<file path="src/rtl/fetch_stage.sv">
// Instruction fetch: owns the pc, issues one imem request at a time, and holds ir/pc until execute accepts (>=3 cycles/insn).
// Define FETCH_MISALIGN_TRAP_EN to trap misaligned targets into a sticky HALT; otherwise the low pc bits are masked.
module fetch_stage #(
  parameter int unsigned     XLEN     = 32,
  parameter logic [XLEN-1:0] RESET_PC = '0,
  parameter logic [XLEN-1:0] NOP_INSN = XLEN'(32'h0000_0013)
) (
  input  logic            clk,
  input  logic            rst_n,
  output logic            imem_req,
  output logic [XLEN-1:0] imem_addr,
  input  logic            imem_ready,
  input  logic            imem_rvalid,
  input  logic [XLEN-1:0] imem_rdata,
  output logic [XLEN-1:0] ir,
  output logic [XLEN-1:0] pc,
  output logic            ir_valid,
  input  logic            ex_ready,
  input  logic [XLEN-1:0] imm,
  input  logic [1:0]      pc_sel,
  input  logic            br_taken,
  input  logic [XLEN-1:0] rs1_data,
  output logic            fetch_misaligned
);

  localparam logic [1:0] ST_REQ   = 2'd0;
  localparam logic [1:0] ST_WAIT  = 2'd1;
  localparam logic [1:0] ST_VALID = 2'd2;
  localparam logic [1:0] ST_HALT  = 2'd3;

  localparam logic [1:0] SEL_PC4    = 2'd0;
  localparam logic [1:0] SEL_BRANCH = 2'd1;
  localparam logic [1:0] SEL_JAL    = 2'd2;
  localparam logic [1:0] SEL_JALR   = 2'd3;

  logic [1:0]      state;
  logic            started;
  logic [XLEN-1:0] pc_q;
  logic [XLEN-1:0] ir_q;
  logic [XLEN-1:0] pc_plus4;
  logic [XLEN-1:0] pc_plus_imm;
  logic [XLEN-1:0] jalr_tgt;
  logic [XLEN-1:0] next_pc;
  logic [XLEN-1:0] next_pc_aligned;
  logic            retire;

  assign pc_plus4        = pc_q + XLEN'(4);
  assign pc_plus_imm     = pc_q + imm;
  assign jalr_tgt        = (rs1_data + imm) & ~XLEN'(1);
  assign next_pc_aligned = next_pc & ~XLEN'(3);
  assign retire          = (state == ST_VALID) && ex_ready;

  always_comb begin
    next_pc = pc_plus4;
    unique case (pc_sel)
      SEL_PC4:    next_pc = pc_plus4;
      SEL_BRANCH: next_pc = br_taken ? pc_plus_imm : pc_plus4;
      SEL_JAL:    next_pc = pc_plus_imm;
      SEL_JALR:   next_pc = jalr_tgt;
      default:    next_pc = pc_plus4;
    endcase
  end

  // started keeps imem_req low while in reset and for the cycle reset is released in
  always_ff @(posedge clk or negedge rst_n) begin
    if (!rst_n) begin
      state   <= ST_REQ;
      started <= 1'b0;
      pc_q    <= RESET_PC;
      ir_q    <= NOP_INSN;
    end else begin
      started <= 1'b1;
      case (state)
        ST_REQ: begin
          if (started && imem_ready) state <= ST_WAIT;
        end
        ST_WAIT: begin
          if (imem_rvalid) begin
            ir_q  <= imem_rdata;
            state <= ST_VALID;
          end
        end
        ST_VALID: begin
          if (retire) begin
`ifdef FETCH_MISALIGN_TRAP_EN
            if (next_pc[1:0] != 2'b00) begin
              pc_q  <= next_pc;
              state <= ST_HALT;
            end else begin
              pc_q  <= next_pc_aligned;
              state <= ST_REQ;
            end
`else
            pc_q  <= next_pc_aligned;
            state <= ST_REQ;
`endif
          end
        end
`ifdef FETCH_MISALIGN_TRAP_EN
        ST_HALT: state <= ST_HALT;
`endif
        default: state <= ST_REQ;
      endcase
    end
  end

`ifdef FETCH_MISALIGN_TRAP_EN
  logic misaligned_q;

  always_ff @(posedge clk or negedge rst_n) begin
    if (!rst_n) begin
      misaligned_q <= 1'b0;
    end else if (retire && (next_pc[1:0] != 2'b00)) begin
      misaligned_q <= 1'b1;
    end
  end

  assign fetch_misaligned = misaligned_q;
`else
  assign fetch_misaligned = 1'b0;
`endif

  assign imem_req  = started && (state == ST_REQ);
  assign imem_addr = pc_q;
  assign ir_valid  = (state == ST_VALID);
  assign ir        = ir_valid ? ir_q : NOP_INSN;
  assign pc        = pc_q;

endmodule

</file>
<file path="config.mk">
export PLATFORM = sky130hd
export DESIGN_NAME = fetch_stage
export DESIGN_NICKNAME = d
export VERILOG_FILES = /design/src/rtl/fetch_stage.sv
export SDC_FILE = /design/constraint.sdc
export NUM_CORES = 1
export LEC_CHECK = 0
export CORE_ASPECT_RATIO = 0.7
export CORE_MARGIN = 2
export CORE_UTILIZATION = 45
export CTS_CLUSTER_DIAMETER = 150
export DETAILED_ROUTE_END_ITERATION = 7
export GPL_ROUTABILITY_DRIVEN = 0
export PLACE_DENSITY = 0.83
export SYNTH_ARGS = -nofsm -noshare
export SYNTH_HDL_FRONTEND = slang
export SYNTH_SLANG_ARGS = --single-unit
</file>
<file path="constraint.sdc">
create_clock -name clk -period 4 [get_ports clk]
set_clock_uncertainty 0.05 [all_clocks]
set_input_delay 0.4 -clock clk [delete_from_list [all_inputs] [get_ports clk]]
set_output_delay 0.4 -clock clk [all_outputs]
set_load 0.1 [all_outputs]
</file>
==> flow_summary.toml <==
[layout]
area_delta_synth_final_pct = 33.8
diodes = 0
drive_gt1_share_pct = 11.9
nets = 1076

[global_route]
grt_pass1_vias = 6124
grt_use_met1_pct = 33.4
top_usage_layer = "met2"
use_met3_pct = 5.99
grt-ovfl-total = 0
grt_max_degree = 37
gr-usage-all-layers_pct = 24.5
antenna_found_initial = 0
grt_pass1_wl_um = 30600
met2_usage_pct = 39.3

[run]
max-cap-violations = 0

[clock_network]
cts.sinks = 65
worstSkewPairLatency_ns = 0.34
cts_tree = "done"
htreeDepth = 3
cts.path.max_buffers = 2
cts-hold-fix-buffers = 0
clkSlewWorstSetupHoldPaths_ns = 0.06
clock_tree.root_cell = "clkbuf_16"
cts_inserted_buffers = 9
cts_resized = 0
cts_setup_buffers = 0

[timing]
worst_slew_pin_slew_ns = 1.06
slew_violations = 0
fmax_mhz = 302
rsz0062_at_grt = "no"
worst_hold_slack_ns = 0.121
finalCritPeriodShare_pct = 82.8
period_minus_slack_ns = 3.31
maxSlewHeadroom_pct = 29.1
hold_viol_final = 0
setup_violations = 0
fin_tns_setup_ns = 0

[synthesis]
synth_edf_count = 0
syn_area_um2 = 6370
synth_cell_types = 62
ys_async_sr_fraction_pct = 100
synth_cells = 752
yosys_warnings = 0
syn_area_per_cell_um2 = 8.48
ys_ff_latch = 65
seq_area_frac_synth_pct = 25.6
postSynth.topFlopCell = "dfrtp_1"

[critical_path]
cp_max_fo = 4
ff2ff_setup_slack_ns = 0.73
critPathLaunchType = "input port"
cp.required_ns = 4.21
cp_slowest_stage_delay_ns = 0.56
worstPathArrival_ns = 3.52
slowest_stage = "clkdlybuf4s50_1"
critPathKind = "input port to flop"
path_cells = "clkdlybuf4s50_1 -> ha_1 -> a211oi_1 -> o311ai_1 -> a221oi_2 -> o21ai_1 -> a21oi_2 -> o21ai_1 -> a21oi_1 -> a31o_2 -> o221ai_1 -> a32oi_1"
critPathMostFrequentCell = "o21ai_1"
end_kind = "flop"

[floorplan]
ios = 203
initial_core_util_pct = 45.9
dieWidth_um = 146
core_um2 = 13900
dieArea_um2 = 15100
num_rows = 36
die_y_um = 104

[pwr]
ir_worst_vdd_mv = 0.656
power_density_nw_per_um2 = 872
leakage_uw = 0.00361

[route]
vias = 6309
wl_per_cell_um = 17.0
drtIter0Drc = 474
vias_per_cell = 5.70
first_pass_iters = 5
wirelength_um = 18800
ant_nets = 0
drc = 0

[run_status]
status = "complete, no violations"

[place]
dpl.hpwl_um = 14100
portBuffers = 197

[worst_hold_path]
hold_class = "input port to asynchronous set/reset pin"
## final timing paths
kind / start / to / cells after the start
min in group clk: state[1] / state[0] / 1
worst max register to register: imem_addr[3] / imem_addr[31] / 11
worst min-delay path: rst_n / imem_addr[8] / 1
worst min register to register: state[1] / state[0] / 1
worst max-delay path: imm[3] / imem_addr[31] / 12
max in group asynchronous: rst_n / ir_q[4] / 2
## critical path: cells and delay by family
family | cells | cell delay, ns
AO/OA/AOI/OAI | 10 | 2.27
buffers and inverters | 1 | 0.56
adder cells (fa/ha/maj) | 1 | 0.28
## per-layer routing
| layer | routed length, µm | vias to the layer above |
|---|---|---|
| li1 | - | 3024 |
| met1 | 8660 | 2960 |
| met2 | 8330 | 292 |
| met3 | 1540 | 33 |
| met4 | 276 | 0 |
| met5 | 0 | - |
## kinds of logic (layout without fill, tap and decap cells)
group,count (synthesis),after routing,synth area share (%)
other,2,6,0.118
and+or+nand+nor,221,221,17.2
buffers and inverters,80,240,6.79
xor gates and xnor gates,63,63,8.66
muxes,33,33,5.83
DFF,65,65,25.6
adders and majority gates,61,61,12.1
AOI/OAI and AO/OA,227,227,23.8
## state kept, by name, indices dropped and copies added, names as in the netlist
name	count
state	2
imem_addr	30
started	1
ir_q	32
## stage by stage
| stage | instances | setup slack (ns) | util [%] | instance area (µm²) | total power, µW |
|---|---|---|---|---|---|
| finish | 1106 | 0.688 | 61.5 | 8530 | 7440 |
| floorplan | 756 | 0.582 | - | 6390 | 5580 |
| global placement | 1090 | 0.486 | 59.2 | 8220 | 6510 |
| global route | 1106 | 0.520 | 61.5 | 8530 | 7810 |
| CTS | 1106 | 0.725 | 61.5 | 8530 | 7420 |
| detailed placement | 1090 | 0.423 | 59.2 | 8220 | 6570 |
## layout make-up
type,instances,area (µm²)
clock inverters,6,67.6
repair buffers,205,1950
inverters,19,71.3
flip-flops and latches,65,1630
multi-input cells,611,4330
clock buffers,10,239
fillers,1214,5350
well taps,190,238
## placed cells by master (no fill, tap or decap), drive strengths merged, types with 11 or more instances in the layout
cell	instances
dfrtp	62
ha	60
xor2	31
xnor2	32
nand2	61
a21oi	65
a21o	17
nand3	21
and2	33
a221oi	11
nor2	46
inv	19
mux2	33
clkdlybuf4s50	166
buf	39
o21ai	64
o22ai	12
nor3	12
nand4	13
## power breakdown
| part | total, µW | switching [µW] | internal (µW) |
|---|---|---|---|
| logic | 5260 | 3730 | 1530 |
| clock network | 823 | 323 | 501 |
| registers | 1350 | 394 | 957 |
## cells in the mapped netlist, types with 25 or more instances
| master | number | share of area, % |
|---|---|---|
| and2_1 | 33 | 3.2 |
| clkbuf_1 | 25 | 1.5 |
| nor2_1 | 46 | 2.7 |
| a21oi_1 | 64 | 5.0 |
| xor2_1 | 31 | 4.3 |
| xnor2_1 | 32 | 4.4 |
| o21ai_0 | 58 | 4.6 |
| ha_1 | 60 | 12 |
| buf_4 | 35 | 4.1 |
| mux2_2 | 33 | 5.8 |
| dfrtp_1 | 62 | 24 |
| nand2_1 | 61 | 3.6 |
(Power assumes the default switching activity.)
==> patch, RTL diff (same flow settings) <==
Add a define of `FETCH_MISALIGN_TRAP_EN`.
--- a/src/rtl/fetch_stage.sv
+++ b/src/rtl/fetch_stage.sv
@@ -1,4 +1,6 @@
 // Instruction fetch: owns the pc, issues one imem request at a time, and holds ir/pc until execute accepts (>=3 cycles/insn).
 // Define FETCH_MISALIGN_TRAP_EN to trap misaligned targets into a sticky HALT; otherwise the low pc bits are masked.
+`define FETCH_MISALIGN_TRAP_EN
+
 module fetch_stage #(
   parameter int unsigned     XLEN     = 32,
Check against the original RTL: not equivalent (Yosys sat finds a counterexample within 10 cycles, from zero or initial values and one cycle with rst_n low).
==> patch against the original RTL <==
  * Sequential cell count is 3 higher
  * Global-route usage is 2.7 points higher
  * Power is 12% higher
  * Routed wire length is 26% higher
  * Utilization is 0.86 points lower
  * Worst setup slack worse by 0.094 ns
  * Critical path depth is 1 lower
  * Area after synthesis is 14% higher
  * Design area is 11% higher
  * Largest cell class unchanged
==> patch: results (changes against the original RTL) <==
outcome completed (unchanged); synth top area cells dfrtp_1, ha_1, a21oi_1, mux2_2, o21ai_0 (was dfrtp_1, ha_1, mux2_2, a21oi_1, o21ai_0); DP HPWL 18.2 mm (was 14.1 mm); register-to-register setup slack 0.67 ns (was 0.73 ns); post-synthesis mux area share 5.27% (was 5.83%); Post-Syn Nets about 1100; Worst VDD drop 0.000658 V (was 0.000656 V); 1st-iter DRT viols 707 (was 474); vias in the first global route 6991 (was 6124); placed cell area 0.00915 sq mm (was 0.00822 sq mm); port bufs 202 (was 197); Hold Slack 0.0781 ns (was 0.121 ns); pre-CTS setup slack 0.315 ns (was 0.423 ns); sequential share of the synthesized area 23.6% (was 25.6%); max_slew headroom 30.0% (was 29.1%); Compound-Gate Fraction of Synth Area 27.3% (was 23.8%); Total GRT Usage 27.2% (was 24.5%); largest net degree at the start of global routing 33 (was 37); commonest cells in the netlist a21oi_1, nand2_1, dfrtp_1, o21ai_0, ha_1 (was a21oi_1, dfrtp_1, nand2_1, ha_1, o21ai_0); first-pass GRT wire length 36.6 mm (was 30.6 mm); DRT Pass-1 Iters 7 (was 5); non-filler cells, final 1255 (was 1106); slowest stage delay, CP 0.44 ns (was 0.56 ns); R2R depth 12 (was 11); vias per cell 6.05 (was 5.70); xor and xnor fraction of the mapped netlist area 7.26% (was 8.66%); Static Leak 3.98 nW (was 3.61 nW); Max stage delay cell, worst path o2111ai_1 (was clkdlybuf4s50_1); DR WL/cell 18.9 um (was 17.0 um); worst-path fanout max 5 (was 4); post-synthesis cell count 894 (was 752); layout cells sized above 1 11.4% (was 11.9%); FF-to-FF End imem_addr[28]$_DFFE_PN0P_ (was imem_addr[31]$_DFFE_PN0P_); Arrival @ worst endpoint 3.57 ns (was 3.52 ns); Netlist cell types 71 (was 62); Nets 1218 (was 1076); Reg2Reg Launch Point imem_addr[0]$_DFFE_PN0P_ (was imem_addr[3]$_DFFE_PN0P_)
==> patch: cell types whose count changed in the layout (fill, tap and decap cells not counted), moves of 6 or more <==
cell	change
a21o_1	+13
a21oi_1	+26
buf_4	+9
nand2_1	+14
nand4_1	+10
nor2_1	+15
o21ai_0	+6
or3_1	+9
==> patch: report_power, final <==
group / switching, W / internal, W / leakage [nW]
Clock: 0.000340 / 0.000486 / 0.150
Sequential: 0.000432 / 0.00102 / 0.809
Combinational: 0.00430 / 0.00174 / 3.02
Total: 0.00508 / 0.00324 / 3.98
==> patch: final cells by class <==
class,instances,area (sq um)
clock buffer,9,225
clock inverter,7,75.1
fill,1393,6150
inverter,14,52.6
multi-input combinational,738,5070
sequential,68,1710
tap,200,250
timing repair buffer,219,2070
==> patch: metal layers <==
| layer | vias to the layer above | track usage (%) | share of wire [%] | wire length [um] |
|---|---|---|---|---|
| li1 | 3606 | - | - | - |
| met1 | 3506 | 37.7 | 44 | 10500 |
| met2 | 442 | 42.7 | 43 | 10100 |
| met3 | 40 | 6.72 | 12 | 2770 |
| met4 | 0 | 6.88 | 1.5 | 363 |
| met5 | - | 0 | 0 | 0 |
==> patch: worst max path at each step <==
stage               slack, ns                         to                startpoint  depth (start not counted)
finish                   0.59  imem_addr[13]$_DFFE_PN0P_                    imm[2]                         11
floorplan                0.46  imem_addr[28]$_DFFE_PN0P_  imem_addr[0]$_DFFE_PN0P_                         12
CTS                      0.66  imem_addr[28]$_DFFE_PN0P_                    imm[0]                         13
global placement         0.40  imem_addr[28]$_DFFE_PN0P_                    imm[0]                         13
detailed placement       0.32  imem_addr[28]$_DFFE_PN0P_                    imm[0]                         13
global route             0.44  imem_addr[28]$_DFFE_PN0P_                    imm[0]                         13
